File: src/rtl/rv_slot_allocator.sv
// Scatters incoming items into the first free of N slots and returns the slot index.
// Slots stay occupied until released; released slots keep stale data.
module rv_slot_allocator #(
    parameter int N       = 4,
    parameter int DATAW   = 2,
    parameter bit REVERSE = 1'b0,
    localparam int IDXW   = (N <= 2) ? 1 : $clog2(N),
    localparam int CNTW   = $clog2(N + 1)
) (
    input  logic             clk,
    input  logic             reset,
    input  logic             acquire_valid,
    input  logic [DATAW-1:0] acquire_data,
    output logic             acquire_ready,
    output logic [IDXW-1:0]  acquire_idx,
    input  logic             release_valid,
    input  logic [IDXW-1:0]  release_idx,
    input  logic [IDXW-1:0]  read_idx,
    output logic [DATAW-1:0] read_data,
    output logic             read_used,
    output logic [CNTW-1:0]  count,
    output logic             empty,
    output logic             full
);

    localparam logic [IDXW:0] NV = (IDXW + 1)'(N);

    logic [N-1:0]     used;
    logic [DATAW-1:0] data [N];
    logic [IDXW-1:0]  free_idx;
    logic             fire;
    logic             rel_ok;
    logic             rel_eff;
    logic             rd_ok;

    // Later assignments win, so the scan direction picks lowest or highest.
    always_comb begin
        free_idx = '0;
        if (REVERSE) begin
            for (int i = 0; i < N; i++) begin
                if (!used[i]) free_idx = IDXW'(i);
            end
        end else begin
            for (int i = N - 1; i >= 0; i--) begin
                if (!used[i]) free_idx = IDXW'(i);
            end
        end
    end

    assign full          = (count == CNTW'(N));
    assign empty         = (count == '0);
    assign acquire_ready = !full;
    assign acquire_idx   = free_idx;

    assign fire    = acquire_valid && acquire_ready;
    assign rel_ok  = ({1'b0, release_idx} < NV);
    assign rel_eff = release_valid && rel_ok && used[release_idx];

    assign rd_ok     = ({1'b0, read_idx} < NV);
    assign read_used = rd_ok && used[read_idx];
    assign read_data = rd_ok ? data[read_idx] : '0;

    always_ff @(posedge clk or negedge reset) begin
        if (!reset) begin
            used  <= '0;
            data  <= '{default: '0};
            count <= '0;
        end else begin
            if (fire) begin
                used[free_idx] <= 1'b1;
                data[free_idx] <= acquire_data;
            end
            if (rel_eff) begin
                used[release_idx] <= 1'b0;
            end
            if (fire && !rel_eff) begin
                count <= count + CNTW'(1);
            end else if (!fire && rel_eff) begin
                count <= count - CNTW'(1);
            end
        end
    end

endmodule

File: config.mk
export PLATFORM = sky130hd
export DESIGN_NAME = rv_slot_allocator
export DESIGN_NICKNAME = d
export VERILOG_FILES = /design/src/rtl/rv_slot_allocator.sv
export SDC_FILE = /design/constraint.sdc
export NUM_CORES = 1
export LEC_CHECK = 0
export ABC_AREA = 1
export CORE_UTILIZATION = 39
export DETAILED_ROUTE_END_ITERATION = 7
export PLACE_DENSITY = 0.79
export SLEW_MARGIN = 20
export SYNTH_ARGS = -nofsm -noshare
export SYNTH_HDL_FRONTEND = slang
export SYNTH_SLANG_ARGS = --single-unit
File: constraint.sdc
create_clock -name clk -period 2 [get_ports clk]
set_clock_uncertainty 0.1 [all_clocks]
set_input_delay 0.4 -clock clk [delete_from_list [all_inputs] [get_ports clk]]
set_output_delay 0.4 -clock clk [all_outputs]
set_load 0.005 [all_outputs]
# == Word level (Yosys, flattened, before mapping) ==
# Cells that the tools add are included.
# op_classes
n_addsub,2
muxes,22
n_eq_ne,1
n_reduce_logical,12
n_bitwise,5
n_lt_le_gt_ge,8
# ops
operator,count
two-way mux 2 bit,7
less-than comparator 2 x 3 -> 1 bit (second input constant),3
bitwise mux 8 bit,1
two-way mux 4 bit,2
logical AND 1 bit,7
>= comparator 3 bit (second input constant),2
two-way mux 3 bit,2
NOT 2 -> 3 bit,2
AND 4 bit,1
binary-select mux 1 bit (select 2 bit),2
binary-select mux 2 bit (select 2 bit),1
demux 1 bit (select 2 bit),2
demux 2 bit (select 2 bit),1
>= comparator 2 x 1 -> 1 bit (second input constant),2
two-way mux 1 bit,4
NOT 4 bit,1
OR 4 bit,1
adder 3 x 1 -> 3 bit (second input constant),1
equality test 3 bit (second input constant),1
logical NOT 1 bit,3
logical NOT 3 bit,1
less-than comparator 3 x 1 -> 1 bit (second input constant),1
subtractor 3 x 1 -> 3 bit (second input constant),1
nonzero test 2 bit,1
# totals
in_bits,10
elab_cells,56
regBits,15
output_inout_bits,11

# == Longest topological paths before layout ==
# Gate-level depths: netlist of run 1.
# logic_depth
depth_word,12
mapped_depth,12
ltp_nobuf,12

# == Worst setup path before layout of run 1 ==
# Ideal clock, no wire load.
# synth_timing
path_kind,reg-to-reg
from,reg count[0]
to,reg count[1]
arrival_time_ps,1726
path_slack_ps,50
path_buffers,0
required_time_ps,1775
setup_ps,125
synth_period_minus_slack_ps,1950
path_stages_with_launch,9
path_cell_list,dfrtp_1 > nor2_1 > nand2_2 > nand2_2 > inv_1 > ha_1 > inv_1 > fa_1 > mux2_2
# synth_between
elab_chain_len,6
elab_cells_between_ends,11
classes_between,add/sub: 2; eq/ne: 1; mux: 2; reduce/logical: 6
# synth_lines
element,line,rtl
from (decl),21,"output logic [CNTW-1:0] count,"
from (signal assigned),77,count <= count + CNTW'(1);
from (signal assigned),79,count <= count - CNTW'(1);
equality test 3 bit *,50,assign full = (count == CNTW'(N));
logical NOT 1 bit *,52,assign acquire_ready = !full;
net acquire_ready,14,"output logic acquire_ready,"
logical AND 1 bit *,55,assign fire = acquire_valid && acquire_ready;
logical NOT 1 bit,78,end else if (!fire && rel_eff) begin
logical AND 1 bit,78,
nonzero test 2 bit (no line),n/a,
# Mark *: on every way through the listed nets, which the timed path passes. The rest lies on a longest branch. The select of a mux whose other input is x is not followed.
# A chain may end at the register's enable or synchronous reset.

# == Final worst setup path of run 1 ==
# layout_timing
from,reg used[2]
to,out acquire_idx[1]
# layout_between
elab_chain_len,3
# layout_lines
element,line,rtl
from (decl),28,logic [N-1:0] used;
from (signal assigned),65,used <= '0;
"from (signal, indexed assignment)",70,used[free_idx] <= 1'b1;
"from (signal, indexed assignment)",74,used[release_idx] <= 1'b0;
two-way mux 2 bit (3 in a row),45,if (!used[i]) free_idx = IDXW'(i);
to (decl),15,"output logic [IDXW-1:0] acquire_idx,"
# No other way between the ends.

==> flow_summary_export.csv, run 1 <==
group,metric,value,unit
status,status,"finished with violations",
status,violations,"setup timing",
yosys,synth-compound-area-share,11.8,%
drt,drt-vias-per-instance,5.26,
power_and_ir_drop,p_seq_share,31.2,%
power_and_ir_drop,ir_worst_vdd,816,uV
drt,antenna_left,0,
yosys,yosys.area_share.simple,30.3,%
yosys,syn_area_per_cell,7.50,um2
yosys,synth_xor_xnor_area_share,1.96,%
critical_path,crit_fanout,5,
yosys,synth_top_family_by_area,"simple AND/OR/NAND/NOR gates",
timing,fmaxAchievable,0.495,GHz
global_route,grt_pass1_vias,963,
yosys,synth_fp_nets,131,
timing,rsz0062_at_grt,"yes",
drt,drc,0,
place,hpwl,1.75,mm
drt,dr.first_iter.drc_count,43,
hold_path,hp-class,"in2async",
critical_path,r2r_start,"used[1]",
final_layout,nFillCells,171,
critical_path,worstSetupStartpointType,"flop",
timing,finalSetupViolations,2,
yosys,synth_top_cell_by_area,"dfrtp_1",
yosys,ys_warn_count,0,
floorplan,die_w,49.8,um
cts,clkLatencyLatePin,0.28,ns
run,drv_cap,0,
power_and_ir_drop,clkPwrFrac,10.3,%
drt,routed_wirelength,2.61,mm
power_and_ir_drop,p_leak,0.721,nW
power_and_ir_drop,power_frac_comb,58.6,%
floorplan,core,0.00206,mm2
critical_path,r2r-end,"count[1]",
global_route,antenna_found_initial,0,
global_route,grt_usage,22.1,%
final_layout,antennaDiodeCount,0,
power_and_ir_drop,power_density,1290,mW/mm2
power_and_ir_drop,sw_frac_of_total,39.9,%
timing,min_period_over_period,101,%
drt,wl_per_cell,13.6,um
timing,whs,0.303,ns
critical_path,r2r_setup_slack,-0.02,ns
cts,cts_hold_buf,0,
final_layout,nNetsFinal,178,
yosys,syn_inst,119,
global_route,grt_max_degree,11,
cts,cts_root_buffer,"clkbuf_4",
power_and_ir_drop,switchingPower,0.000701,W
timing,worstMarginPinSlew,0.415,ns
place,place_congestion,0.872,
yosys,synthAdderAreaFrac,3.65,%
yosys,yosysSeqAreaShare,42.1,%
yosys,synth.area.top_cells,"dfrtp_1 42%, nand2_1 15%, inv_1 7.2%",
floorplan,die_h,49.8,um
critical_path,worst_setup_path_end_kind,"primary output",
cts,cts.clk_slew.worst_paths,0.10,ns
critical_path,reg2reg_depth,10,
floorplan,start_util,43.3,%
timing,slew_headroom,72.2,%
place,place_ws,-0.536,ns
cts,htreeDepth,1,
global_route,gr-total-overflow,0,
cts,clockBufferDepth,2,
critical_path,critPathRequiredTime,1.50,ns
power_and_ir_drop,p_int,0.00106,W
place,portBuffers,20,
yosys,synth_cell_type_count,21,
cts,cts_sinks,15,
drt,drt_first_pass_iters,4,
critical_path,timing_worst_setup_path_type,"reg2out",
final_layout,syn_to_final_growth,52.6,%
cts,cts_made_buffers,3,
drt,route.vias.total,1009,
timing,layout_setup_ws,-0.0217,ns
yosys,syn_area,892,um2
timing,hold_viol,0,
timing,min_period,2.02,ns
critical_path,worstPathArrival,1.52,ns
final_layout,drive_gt1_share,30.9,%
floorplan,rows,16,
floorplan,io_pins,21,
yosys,synth_seq_cells,15,
timing,slew_violations,0,
yosys,synth_mux_area_share,1.26,%
yosys,synth.top_cell.area_share,42.1,%
cts,cts_tree,"yes",
floorplan,dieArea,0.00248,mm2
global_route,grt_first_pass_wirelength,4.17,mm
[worst max-delay path by stage]
stage / from / endpoint / slack, ns / cells after the start
6_report: used[2] / acquire_idx[1] / -0.02 / 4
5_1_grt: used[2] / acquire_idx[1] / -0.09 / 4
4_1_cts: used[2] / acquire_idx[1] / 0.005 / 4
3_5_place_dp: release_idx[0] / count[2] / -0.54 / 13
3_3_place_gp: release_idx[0] / count[2] / -0.41 / 13
2_1_floorplan: count[0] / count[1] / 0.05 / 8
[sequential cells by signal (all words and copies together), names as in the netlist]
signal and count:
data 8, used 4, count 3
[power by group through the flow]
| stage | combinational [W] | sequential, W | clock, W |
|---|---|---|---|
| 6_report | 0.00103 | 0.000547 | 0.000180 |
| 5_1_grt | 0.00114 | 0.000567 | 0.000197 |
| 4_1_cts | 0.000969 | 0.000534 | 0.000182 |
| 3_5_place_dp | 0.000847 | 0.000544 | 0 |
| 3_3_place_gp | 0.000813 | 0.000544 | 0 |
| 2_1_floorplan | 0.000433 | 0.000543 | 0 |
[metrics by stage]
step	TNS, ns	total power [W]	utilization, %	cells	cell area [um2]
after detailed placement	-1.97	0.00139	58.9	178	1210
after global routing	-0.148	0.00191	66.0	192	1360
after floorplan	0	0.000976	-	119	892
final	-0.0385	0.00176	66.0	192	1360
after global placement	-1.56	0.00136	58.9	178	1210
after CTS	0	0.00168	64.0	189	1320
[worst max-delay path: stages (launching register included)]
cell and delay (ns):
dfrtp_1 0.45, nand2_2 0.13, nand3_4 0.09, inv_1 0.06
clkdlybuf4s50_1 0.50
[synthesized netlist by cell type]
cell type  instances
ha_1               1
nand3_1            5
fa_1               1
inv_1             17
buf_6              1
a21oi_1            4
o21bai_1           1
o21ai_1            3
buf_2              1
xnor2_1            2
dfrtp_1           15
o21ai_0           10
nand4_1            6
mux2_2             1
nand2_2            3
nand2_1           36
nor3_4             1
nor2_2             1
nor2_1             7
o22ai_1            2
nor3_1             1
[placed cells by master (no fill, tap or decap)]
master           synthesis  final
clkbuf_4                 0      3
nand3_4                  0      1
xnor2_1                  2      2
clkbuf_2                 0      3
dlygate4sd2_1            0      4
o21ai_0                 10      6
o21bai_1                 1      1
dfrtp_1                 15     15
nand2_1                 36     31
nor2_1                   7      6
nor2_2                   1      2
a21oi_2                  0      1
nand3_1                  5      4
clkinv_2                 0      1
fa_2                     0      1
inv_1                   17     13
inv_2                    0      4
buf_4                    0     21
nor3_4                   1      1
nand4_1                  6      6
ha_4                     0      1
buf_6                    1      3
nand2_2                  3      8
clkdlybuf4s50_1          0     12
mux2_4                   0      1
dlymetal6s2s_1           0      1
o21ai_1                  3      7
nor3_1                   1      1
o22ai_1                  2      2
a21oi_1                  4      3
[logic make-up (layout without fill, tap and decap cells)]
group                    count (synthesis)  in the layout
adder cells (fa/ha/maj)                  2              2
multiplexers                             1              1
AO/OA/AOI/OAI                           20             20
XOR/XNOR                                 2              2
flip-flops                              15             15
buffers and inverters                   19             65
AND/OR/NAND/NOR                         60             60
[per-layer routing]
metal	vias to the layer above	wire, um	global-route usage (%)
met2	47	1340	40.3
met4	0	34	5.24
met3	4	153	2.78
met5	-	0	0
met1	479	1080	27.1
li1	479	-	-
[cell type report]
cell class	instances	area, um2	share of cell area, %
Tap cell	27	33.8	2.48
Clock inverter	1	5.00	0.368
Sequential cell	15	375	27.6
Inverter	17	63.8	4.69
Timing Repair Buffer	44	374	27.5
Clock buffer	3	22.5	1.65
Multi-Input combinational cell	85	487	35.8
[repair_timing]
item,4_1_cts,5_1_grt
setup endpoints to repair,8,7
endpoints found under the hold margin,0,0
buffers inserted,7,3
resized for setup,26,12
pin swaps,2,3
(Power assumes the default switching activity.)
==> run 2, diff against run 1 <==
ABC_AREA = default   (was 1)
GPL_TIMING_DRIVEN = 0   (was default)
==> flow_summary_export.csv, run 2 <==
group,metric,value,unit
status,status,"finished with violations",
status,violations,"setup timing",
drt,antenna_left,0,
cts,cts_made_buffers,3,
cts,htreeDepth,1,
critical_path,slowest_delay,0.48,ns
timing,worstMarginPinSlew,0.661,ns
critical_path,cp_cell_sequence,"mux4_2 -> nand2_2 -> ha_4 -> inv_2 -> fa_2 -> xor2_1 -> nor2_1 -> xor2_1",
floorplan,io_pins,21,
cts,clockBufferDepth,2,
power_and_ir_drop,finalPower,0.00175,W
timing,min_period_over_period,105,%
final_layout,drive_gt1_share,42.6,%
hold_path,hp-class,"reg2reg",
drt,dr.first_iter.drc_count,9,
yosys,synth.top_cells.by_count,"15 x dfrtp_1, 7 x mux2_1, 4 x mux4_2",
power_and_ir_drop,power_frac_comb,57.8,%
timing,layout_setup_ws,-0.110,ns
timing,slew_headroom,55.8,%
cts,cts_sinks,15,
final_layout,final_cell_mix,"16 x buf_4, 11 x dfrtp_1, 8 x clkdlybuf4s50_1",
final_layout,syn_to_final_growth,48.0,%
power_and_ir_drop,sw_frac_of_total,33.8,%
yosys,synthFlopType,"dfrtp_1",
critical_path,r2r_setup_slack,-0.11,ns
floorplan,dieArea,0.00233,mm2
global_route,antenna_found_initial,0,
timing,min_period,2.11,ns
yosys,synth_fp_nets,74,
drt,routed_wirelength,1.86,mm
global_route,grt_first_pass_wirelength,2.73,mm
floorplan,rows,16,
final_layout,final_common_cell,"buf_4",
floorplan,die_h,48.2,um
yosys,synth.area.top_cells,"dfrtp_1 45%, mux4_2 11%, mux2_1 9.5%",
yosys,syn_area_per_cell,13.4,um2
yosys,synth_edf_count,0,
drt,wl_per_cell,14.6,um
yosys,synth_cell_type_count,28,
timing,fmaxAchievable,0.474,GHz
power_and_ir_drop,switchingPower,0.000593,W
cts,cts_root_buffer,"clkbuf_4",
run,drv_cap,0,
timing,hold_viol,0,
yosys,ys_warn_count,0,
yosys,syn_area,833,um2
drt,route.vias.total,673,
yosys,syn_inst,62,
yosys,synth.top_cell.area_share,45.0,%
critical_path,cp_num_buf_inv,1,
yosys,yosysMostFrequentCell,"dfrtp_1",
drt,drt-vias-per-instance,5.26,
place,portBuffers,20,
floorplan,core,0.00198,mm2
drt,drt_first_pass_iters,4,
critical_path,timing_worst_setup_path_type,"reg2reg",
yosys,synth_seq_cells,15,
final_layout,antennaDiodeCount,0,
power_and_ir_drop,clkPwrFrac,10.6,%
place,place_congestion,0.790,
power_and_ir_drop,ir_worst_vdd,795,uV
global_route,gr-total-overflow,0,
cts,cts.clk_slew.worst_paths,0.10,ns
place,hpwl,1.19,mm
final_layout,biggestRegsByFlops,"data (8), used (4), count (3)",
critical_path,worstPathArrival,2.24,ns
final_layout,nNetsFinal,114,
power_and_ir_drop,p_int,0.00116,W
yosys,synth_top_cell_by_area,"dfrtp_1",
floorplan,start_util,42.0,%
critical_path,crit_top_cell,"xor2_1",
drt,drc,0,
timing,tns,-0.171,ns
final_layout,fin_util,62.2,%
critical_path,crit_fanout,6,
floorplan,die_w,48.2,um
cts,cts_tree,"yes",
timing,finalSetupViolations,2,
yosys,synthArstFlopShare,100,%
power_and_ir_drop,p_seq_share,31.6,%
critical_path,worst_setup_path_end_kind,"flop",
global_route,grt_max_degree,16,
cts,clkLatencyLatePin,0.29,ns
critical_path,path_delay_family,"multiplexers",
critical_path,critPathSlowestCell,"mux4_2",
final_layout,largest_reg_flops,8,
power_and_ir_drop,power_density,1420,mW/mm2
global_route,grt_usage,18.3,%
global_route,grt_pass1_vias,603,
yosys,yosysSeqAreaShare,45.0,%
final_layout,regMostFlops,"data",
critical_path,worstSetupStartpointType,"flop",
critical_path,critPathRequiredTime,2.13,ns
power_and_ir_drop,p_leak,0.554,nW
final_layout,nFillCells,158,
timing,rsz0062_at_grt,"yes",
timing,slew_violations,0,
-- run 2: cell types whose count changed in the layout (fill, tap and decap cells not counted), moves of 6 or more --
cell	change
inv_1	-12
mux2_1	+7
nand2_1	-29
nand2_2	-7
nand4_1	-6
o21ai_1	-7
-- run 2: cell type report --
type	count	area (um2)	area share (%)
Multi-Input combinational cell	43	465	37.7
Sequential cell	15	380	30.8
Timing Repair Buffer	36	308	24.9
Tap cell	27	33.8	2.74
Clock buffer	3	22.5	1.83
Inverter	3	16.3	1.32
Clock inverter	1	7.51	0.609
-- run 2: cell families after synthesis --
| group | synth area share, % |
|---|---|
| mux | 23.4 |
| simple gates | 15.3 |
| fa+ha+maj | 3.90 |
| flops | 45.0 |
| compound gates | 6.61 |
| xor+xnor | 3.15 |
| buf+inv | 2.55 |
-- run 2: what timing repair did --
action	4_1_cts	5_1_grt
pin swaps	3	4
setup buffers	10	6
cloned	0	0
resized for setup	20	9
setup endpoints to repair	10	5
hold buffers	0	0
-- run 2: per-layer routing --
layer / GRT usage (%) / vias to the layer above / wire length (um)
li1: - / 306 / -
met1: 23.9 / 349 / 796
met2: 27.2 / 14 / 947
met3: 4.44 / 4 / 76
met4: 11.7 / 0 / 44
met5: 0 / - / 0
-- run 2: power groups by stage --
| stage | logic, W | registers (W) | clock network [W] |
|---|---|---|---|
| after floorplan | 0.000462 | 0.000573 | 0 |
| after global placement | 0.000753 | 0.000599 | 0 |
| after detailed placement | 0.000771 | 0.000607 | 0 |
| after CTS | 0.000912 | 0.000556 | 0.000195 |
| after global routing | 0.00111 | 0.000575 | 0.000207 |
| final | 0.00101 | 0.000554 | 0.000185 |
-- run 2: stage by stage --
stage                     instances  setup WS [ns]  hold WS, ns  area (um2)
after detailed placement        109         -0.749        0.373        1080
after floorplan                  62         -0.116      0.00441         847
after CTS                       122         -0.131        0.397        1170
final                           128         -0.110        0.391        1230
after global placement          109         -0.705        0.363        1080
after global routing            128         -0.221        0.415        1230
-- run 2: path summary, 6_finish.rpt --
check | start | end | cells after the start
worst max-delay path | used[2] | count[2] | 8
max in group asynchronous | reset | used[0] | 1
worst min-delay path | data[6] | data[6] | 1
worst max register to register | used[2] | count[2] | 8
min in group asynchronous | reset | data[7] | 1
worst min register to register | data[6] | data[6] | 1
